File: src/rtl/dmem_port_arb.sv
// Purpose : round-robin arbiter/sequencer sharing one d_mem line port between two CPUs.
// Latency : request at edge N -> grant/strobe from N+1; mem_rdy at edge M -> done in cycle M+1, IDLE at M+2.
// Backpressure: strobes held until mem_rdy; losing CPU waits with its request level high.
// Optional: define DMEM_ARB_TIMEOUT_EN to abort a BUSY phase after TIMEOUT cycles (done_x + err_x).
module dmem_port_arb #(
   parameter int unsigned TIMEOUT = 64
) (
   input  logic        clk,
   input  logic        rst_n,
   input  logic        u_re_0,
   input  logic        u_we_0,
   input  logic [10:0] u_addr_0,
   input  logic [63:0] d_line_0,
   input  logic        u_re_1,
   input  logic        u_we_1,
   input  logic [10:0] u_addr_1,
   input  logic [63:0] d_line_1,
   output logic        grant_0,
   output logic        grant_1,
   output logic        done_0,
   output logic        done_1,
   output logic        err_0,
   output logic        err_1,
   output logic [63:0] u_rd_data,
   output logic        busy,
   output logic [10:0] mem_addr,
   output logic        mem_re,
   output logic        mem_we,
   output logic [63:0] mem_wdata,
   input  logic        mem_rdy,
   input  logic [63:0] mem_rdata
);

   typedef enum logic [1:0] {
      IDLE = 2'd0,
      BUSY = 2'd1,
      DONE = 2'd2
   } state_t;

   state_t      state;
   logic        last;      // CPU that owned the most recent completed transaction
   logic        win;       // CPU owning the transaction in flight
   logic        op_we;     // transaction is a write
   logic        req_0;
   logic        req_1;
   logic        sel;
   logic [10:0] sel_addr;
   logic [63:0] sel_line;
   logic        sel_we;

   // Reject out-of-range timeout settings at elaboration.
   generate
      if (TIMEOUT < 2 || TIMEOUT > 255) begin : g_timeout_range
         $error("dmem_port_arb: TIMEOUT must be in 2..255");
      end
   endgenerate

`ifdef DMEM_ARB_TIMEOUT_EN
   localparam logic [7:0] TO_LAST = 8'(TIMEOUT - 1);
   logic [7:0] cnt;
`else
   assign err_0 = 1'b0;
   assign err_1 = 1'b0;
`endif

   assign req_0 = u_re_0 | u_we_0;
   assign req_1 = u_re_1 | u_we_1;

   // Pick the winner: sole requester wins, a tie goes to the CPU that was not served last.
   always_comb begin
      sel = 1'b0;
      if (req_0 && req_1) begin
         sel = ~last;
      end else if (req_1) begin
         sel = 1'b1;
      end
      sel_addr = sel ? u_addr_1 : u_addr_0;
      sel_line = sel ? d_line_1 : d_line_0;
      // Write wins when both strobes are high, so the op is just the write strobe.
      sel_we   = sel ? u_we_1 : u_we_0;
   end

   // Transaction FSM with all outputs registered.
   always_ff @(posedge clk or negedge rst_n) begin
      if (!rst_n) begin
         state     <= IDLE;
         last      <= 1'b1;
         win       <= 1'b0;
         op_we     <= 1'b0;
         grant_0   <= 1'b0;
         grant_1   <= 1'b0;
         done_0    <= 1'b0;
         done_1    <= 1'b0;
         busy      <= 1'b0;
         mem_re    <= 1'b0;
         mem_we    <= 1'b0;
         mem_addr  <= '0;
         mem_wdata <= '0;
         u_rd_data <= '0;
`ifdef DMEM_ARB_TIMEOUT_EN
         err_0     <= 1'b0;
         err_1     <= 1'b0;
         cnt       <= '0;
`endif
      end else begin
         done_0 <= 1'b0;
         done_1 <= 1'b0;
`ifdef DMEM_ARB_TIMEOUT_EN
         err_0  <= 1'b0;
         err_1  <= 1'b0;
`endif
         case (state)
            IDLE: begin
               if (req_0 || req_1) begin
                  win       <= sel;
                  op_we     <= sel_we;
                  grant_0   <= ~sel;
                  grant_1   <= sel;
                  busy      <= 1'b1;
                  mem_addr  <= sel_addr;
                  mem_wdata <= sel_line;
                  mem_re    <= ~sel_we;
                  mem_we    <= sel_we;
`ifdef DMEM_ARB_TIMEOUT_EN
                  cnt       <= '0;
`endif
                  state     <= BUSY;
               end
            end
            BUSY: begin
               // mem_rdy takes priority over a timeout on the same cycle.
               if (mem_rdy) begin
                  mem_re <= 1'b0;
                  mem_we <= 1'b0;
                  if (!op_we) begin
                     u_rd_data <= mem_rdata;
                  end
                  done_0 <= ~win;
                  done_1 <= win;
                  last   <= win;
                  state  <= DONE;
               end
`ifdef DMEM_ARB_TIMEOUT_EN
               else if (cnt == TO_LAST) begin
                  mem_re    <= 1'b0;
                  mem_we    <= 1'b0;
                  u_rd_data <= '0;
                  done_0    <= ~win;
                  done_1    <= win;
                  err_0     <= ~win;
                  err_1     <= win;
                  last      <= win;
                  state     <= DONE;
               end else begin
                  cnt <= cnt + 8'd1;
               end
`endif
            end
            DONE: begin
               grant_0 <= 1'b0;
               grant_1 <= 1'b0;
               busy    <= 1'b0;
               state   <= IDLE;
            end
            default: begin
               grant_0 <= 1'b0;
               grant_1 <= 1'b0;
               busy    <= 1'b0;
               mem_re  <= 1'b0;
               mem_we  <= 1'b0;
               state   <= IDLE;
            end
         endcase
      end
   end

   // Structural invariants of the port.
   a_grant_onehot : assert property (@(posedge clk) disable iff (!rst_n) !(grant_0 && grant_1));
   a_strobe_excl  : assert property (@(posedge clk) disable iff (!rst_n) !(mem_re && mem_we));
   a_strobe_busy  : assert property (@(posedge clk) disable iff (!rst_n) (mem_re || mem_we) |-> (state == BUSY));
   a_done0_grant  : assert property (@(posedge clk) disable iff (!rst_n) done_0 |-> grant_0);
   a_done1_grant  : assert property (@(posedge clk) disable iff (!rst_n) done_1 |-> grant_1);
   a_busy_state   : assert property (@(posedge clk) disable iff (!rst_n) busy == (state != IDLE));

endmodule

File: config.mk
export PLATFORM = sky130hd
export DESIGN_NAME = dmem_port_arb
export DESIGN_NICKNAME = d
export VERILOG_FILES = /design/src/rtl/dmem_port_arb.sv
export SDC_FILE = /design/constraint.sdc
export NUM_CORES = 1
export LEC_CHECK = 0
export ABC_AREA = 1
export ABC_CLOCK_PERIOD_IN_PS = 1500
export CAP_MARGIN = 0
export CELL_PAD_IN_SITES_DETAIL_PLACEMENT = 0
export CELL_PAD_IN_SITES_GLOBAL_PLACEMENT = 1
export CORE_ASPECT_RATIO = 0.9
export CORE_MARGIN = 2
export CORE_UTILIZATION = 26
export DETAILED_ROUTE_END_ITERATION = 6
export GPL_TIMING_DRIVEN = 0
export HOLD_SLACK_MARGIN = 0.08
export MAX_ROUTING_LAYER = met4
export PLACE_DENSITY = 0.88
export SLEW_MARGIN = 20
export SYNTH_ARGS = -nofsm -noshare
export SYNTH_HDL_FRONTEND = slang
export SYNTH_SLANG_ARGS = --single-unit
File: constraint.sdc
create_clock -name clk -period 1.5 [get_ports clk]
set_input_delay 0.225 -clock clk [delete_from_list [all_inputs] [get_ports clk]]
set_output_delay 0.225 -clock clk [all_outputs]
set_load 0.02 [all_outputs]
### After elaboration in Yosys (flattened, before gate mapping)

Index checks and enable logic that the tools add are counted.
W data, S select, Z words.

| storage, ports and cells | value |
|---|---|
| register bits | 151 |
| word-level logic and storage cells | 59 |

| operators by class | value |
|---|---|
| eq/ne operators | 4 |
| mux-type cells | 23 |
| bitwise logic cells | 9 |
| reduce and logical (&&, ||, !) cells | 9 |

Operators by type and width:

| cell | count |
|---|---|
| $mux W64 | 1 |
| $mux W1 | 13 |
| $mux W11 | 1 |
| $reduce_and A2 Y1 | 4 |
| $not A1 Y1 | 7 |
| $pmux W1 S2 | 3 |
| $pmux W1 S3 | 2 |
| $reduce_and A3 Y1 | 2 |
| $mux W2 | 2 |
| $ne A2 B2 Y1 const B | 2 |
| $pmux W2 S2 | 1 |
| $eq A2 B1 Y1 const B | 1 |
| $eq A2 B2 Y1 const B | 1 |
| $logic_not A2 Y1 | 1 |
| $or A1 B1 Y1 | 2 |
| $logic_and A1 B1 Y1 | 1 |
| $logic_or A1 B1 Y1 | 1 |

### Longest topological paths before layout

| depth | value |
|---|---|
| depth in word-level cells | 7 |
| gate-level depth with buffers | 8 |
| mapped depth without buffers | 6 |

### Worst setup path before layout

OpenSTA, ideal clock, no wires.

| timing | value |
|---|---|
| path type | flip-flop to flip-flop |
| start | reg last |
| end | reg mem_addr[0] |
| setup time | 0.124 ns |
| arrival | 1.134 ns |
| setup slack | 0.242 ns |
| stages on the path, launching flop included | 8 |
| path buffers | 2 |
| period minus slack after synthesis | 1.258 ns |
| cell sequence | dfstp_2 > o21ai_1 > nand2_2 > nor2_2 > buf_4 > buf_6 > nand2_1 > nand3_1 |

| between the ends | value |
|---|---|
| longest elaborated chain between the ends | 3 |

Ends and longest elaborated chain:

| what | RTL line | source |
|---|---|---|
| start: declaration | 41 | `logic last;` |
| start signal: assignment | 140 | `last <= win;` |
| $not A1 Y1 | 73 | `sel = ~last;` |
| $mux W1 | 72 | `if (req_0 && req_1) begin` |
| $mux W11 | 77 | `sel_addr = sel ? u_addr_1 : u_addr_0;` |
| end signal: assignment | 120 | `mem_addr <= sel_addr;` |
| end: declaration | 26 | `output logic [10:0] mem_addr,` |

Every way passes these cells.
A chain may end at the register's enable or synchronous reset.

### Final worst setup path

| timing | value |
|---|---|
| start | reg state[1] |
| end | reg mem_wdata[30] |

| between the ends | value |
|---|---|
| longest elaborated chain between the ends | 2 |

Ends and longest elaborated chain:

| what | RTL line | source |
|---|---|---|
| start: declaration | 40 | `state_t state;` |
| start signal: assignment | 86 | `state <= IDLE;` |
| start signal: assignment | 127 | `state <= BUSY;` |
| start signal: assignment | 141 | `state <= DONE;` |
| $logic_not A2 Y1 | 112 | `case (state)` |
| $reduce_and A2 Y1 (no source line) | n/a |  |
| end signal: assignment | 121 | `mem_wdata <= sel_line;` |
| end: declaration | 29 | `output logic [63:0] mem_wdata,` |

Every way passes these cells.

==> flow_metrics.tcl <==
set metrics [dict create \
    power.leakage_nw 5.487 \
    hold_class "input port to asynchronous set/reset pin" \
    cp-start-kind "flip-flop" \
    cts_tree "yes" \
    wl_mm 23.32 \
    floorplan.initialDensity 0.2624 \
    critical_path.max_fanout 10 \
    dpl_cell_area_sq_um 10400 \
    max-vdd-ir-drop_uv 730.9 \
    synth.top_cell.area_share 0.5946 \
    clk_latency_ps 420 \
    slew_viol_final 0 \
    grt_setup_unrepaired "true" \
    crit_chain "nor2_4 > inv_1 > nor2_4 > buf_6 > buf_6 > nand2_1 > nand3_1" \
    critPathKind "flip-flop to flip-flop" \
    grt_pass1_wl_mm 36.04 \
    grt_max_degree 88 \
    power_density_nw_per_um2 2035 \
    timing.final.ws_setup_ps 42.91 \
    fin_crit_ps 1457 \
    cts_max_level 4 \
    grt_pass1_vias 6557 \
    drcViolationCount 0 \
    pre_cts_slack_ps -645.7 \
    chipHeight_microns 151.8 \
    design.core.area_sq_um 24050 \
    ant_nets 0 \
    final_cell_area_sq_um 10920 \
    max_slew_margin 0.6355 \
    fin_nets 1356 \
    io_pins 369 \
    crit_required_ps 1860 \
    tightest_slew_ps 546.8 \
    netlist_area_sq_um 6312 \
    gp_congestion 0.8078 \
    numCtsBuffers 17 \
    cts_buffer_depth 2 \
    die_area_sq_um 25540 \
    final_common_cell "nand2_1" \
    p_comb_frac 0.495 \
    yosys_warnings 0 \
    cts_root_buf "clkbuf_16" \
    hold_viol_final 0 \
    p_int_w 0.01248 \
    final_util 0.4538 \
    synth_top_cell_by_area "dfrtp_1" \
    setup-violations-final 0 \
    layout_common_cells "366 x nand2_1, 219 x clkdlybuf4s50_1, 149 x dfrtp_1" \
    vias_per_cell 4.429 \
    wl_per_cell_microns 16.01 \
    p_sw_w 0.009735 \
    dieWidth_microns 168.2 \
    pwr-share-clk 0.186 \
    synth-seq-cells 151 \
    avgSynthCellArea_sq_um 8.507 \
    crit_path_top_delay_cell "dfrtp_2" \
    syn_inst 742 \
    yosysSeqAreaShare 0.5988 \
    worst-endpoint-arrival_ps 1820 \
    cts.sinks 151 \
    diodes 0 \
    fin_crit_sh 0.9714 \
    p_sw_frac 0.4382 \
    status "finished, final reports clean" \
    drive_gt1_frac 0.08275 \
    syn_to_final_growth_pct 72.92 \
    grt_overflow 0 \
    slowest_delay_ps 440 \
    skew_ps 14.36 \
    clk_pin_slew_ps 70 \
    timing.max_cap.violations 0 \
    port_buffers 366 \
    p_seq_frac 0.318 \
    core.rowCount 54 \
    dr.pass1.iters 4 \
    antenna_found_initial 0 \
    clock.fmax_mhz 686.3 \
    hpwl_mm 17.52 \
    track_usage 0.1871 \
    critPathCaptureType "flip-flop" \
    dr_total_vias 6449 \
    drtIter0Drc 409 \
    fin_tns_setup_ps 0 \
    synth_area_leaders "dfrtp_1 59%, nand2_1 22%, nand3_1 11%" \
    ys_types 18 \
]
metal layers:
metal / track usage / part of all wire / vias up
met1: 0.2188 / 0.41 / 3004
li1: - / - / 3141
met3: 0.06173 / 0.084 / 26
met4: 0.04762 / 0.014 / 0
met2: 0.3108 / 0.49 / 278
met5: - / 0 / -
worst paths after layout:
check                        startpoint       endpoint  slack (ps)  cells after the start
setup / recovery               state[1]  mem_wdata[30]          40                      7
hold / removal                    rst_n  u_rd_data[16]         320                      2
setup reg to reg               state[1]  mem_wdata[30]          40                      7
max in group asynchronous         rst_n    mem_addr[0]         340                      3
hold reg to reg                     win         done_0         450                      1
min in group clk           d_line_0[19]  mem_wdata[19]         350                      3
Yosys cell counts:
master,count
a21oi_1,3
buf_2,21
buf_4,10
buf_6,6
clkbuf_1,8
conb_1,1
dfrtp_1,150
dfstp_2,1
inv_1,11
nand2_1,367
nand2_2,2
nand3_1,141
nand4_1,1
nor2_1,12
nor2_2,1
nor2_4,1
o21ai_0,5
o21ai_1,1
final cells by class:
class / count / area (sq um)
Multi-Input combinational cell: 536 / 2247
Timing Repair Buffer: 373 / 3573
Tap cell: 308 / 385.4
Clock inverter: 13 / 111.4
Fill cell: 2418 / 13140
Inverter: 11 / 41.29
Sequential cell: 151 / 3781
Buffer: 45 / 332.8
Clock buffer: 19 / 442.9
registers in the layout, indices dropped and copies added, names as in the netlist:
signal	cells
busy	1
done_0	1
done_1	1
grant_0	1
grant_1	1
last	1
mem_addr	11
mem_re	1
mem_wdata	64
mem_we	1
op_we	1
state	2
u_rd_data	64
win	1
kinds of logic (layout without fill, tap and decap cells):
| kind of cell | count (synthesis) | count (layout) | share of synthesized area |
|---|---|---|---|
| DFF | 151 | 151 | 0.5988 |
| buffers and inverters | 56 | 461 | 0.05054 |
| other | 1 | 2 | 0.0005941 |
| AOI/OAI and AO/OA | 9 | 9 | 0.007134 |
| and+or+nand+nor | 525 | 525 | 0.3429 |
what timing repair did:
item / CTS / global route
gates resized for setup: 155 / 33
endpoints found under the setup margin: 282 / 127
endpoints found under the hold margin: 63 / 0
buffers inserted: 3 / 1
hold buffers: 1 / 0
pin swaps: 1 / 1
gates cloned: 0 / 1
power by group through the flow:
stage / Sequential [W] / Clock, W / Combinational (W)
2_1_floorplan: 0.00935 / 0 / 0.00383
3_3_place_gp: 0.00716 / 0 / 0.0120
3_5_place_dp: 0.00717 / 0 / 0.0122
4_1_cts: 0.00709 / 0.00423 / 0.0110
5_1_grt: 0.00735 / 0.00442 / 0.0121
6_report: 0.00707 / 0.00414 / 0.0110
through the flow:
stage | total power (W) | cells | hold slack [ps]
3_5_place_dp | 0.01933 | 1418 | 210.6
3_3_place_gp | 0.01920 | 1417 | 423.5
4_1_cts | 0.02233 | 1454 | 331.6
6_report | 0.02221 | 1456 | 319.6
2_1_floorplan | 0.01318 | 743 | -70.59
5_1_grt | 0.02385 | 1456 | 345.0
critical path: cells and delay by family, from the launching register on:
| kind | cells | cell delay [ps] |
|---|---|---|
| buffers and inverters | 3 | 440 |
| DFF | 1 | 440 |
| and+or+nand+nor | 4 | 520 |
No activity file was read; power rests on OpenSTA's default activity.
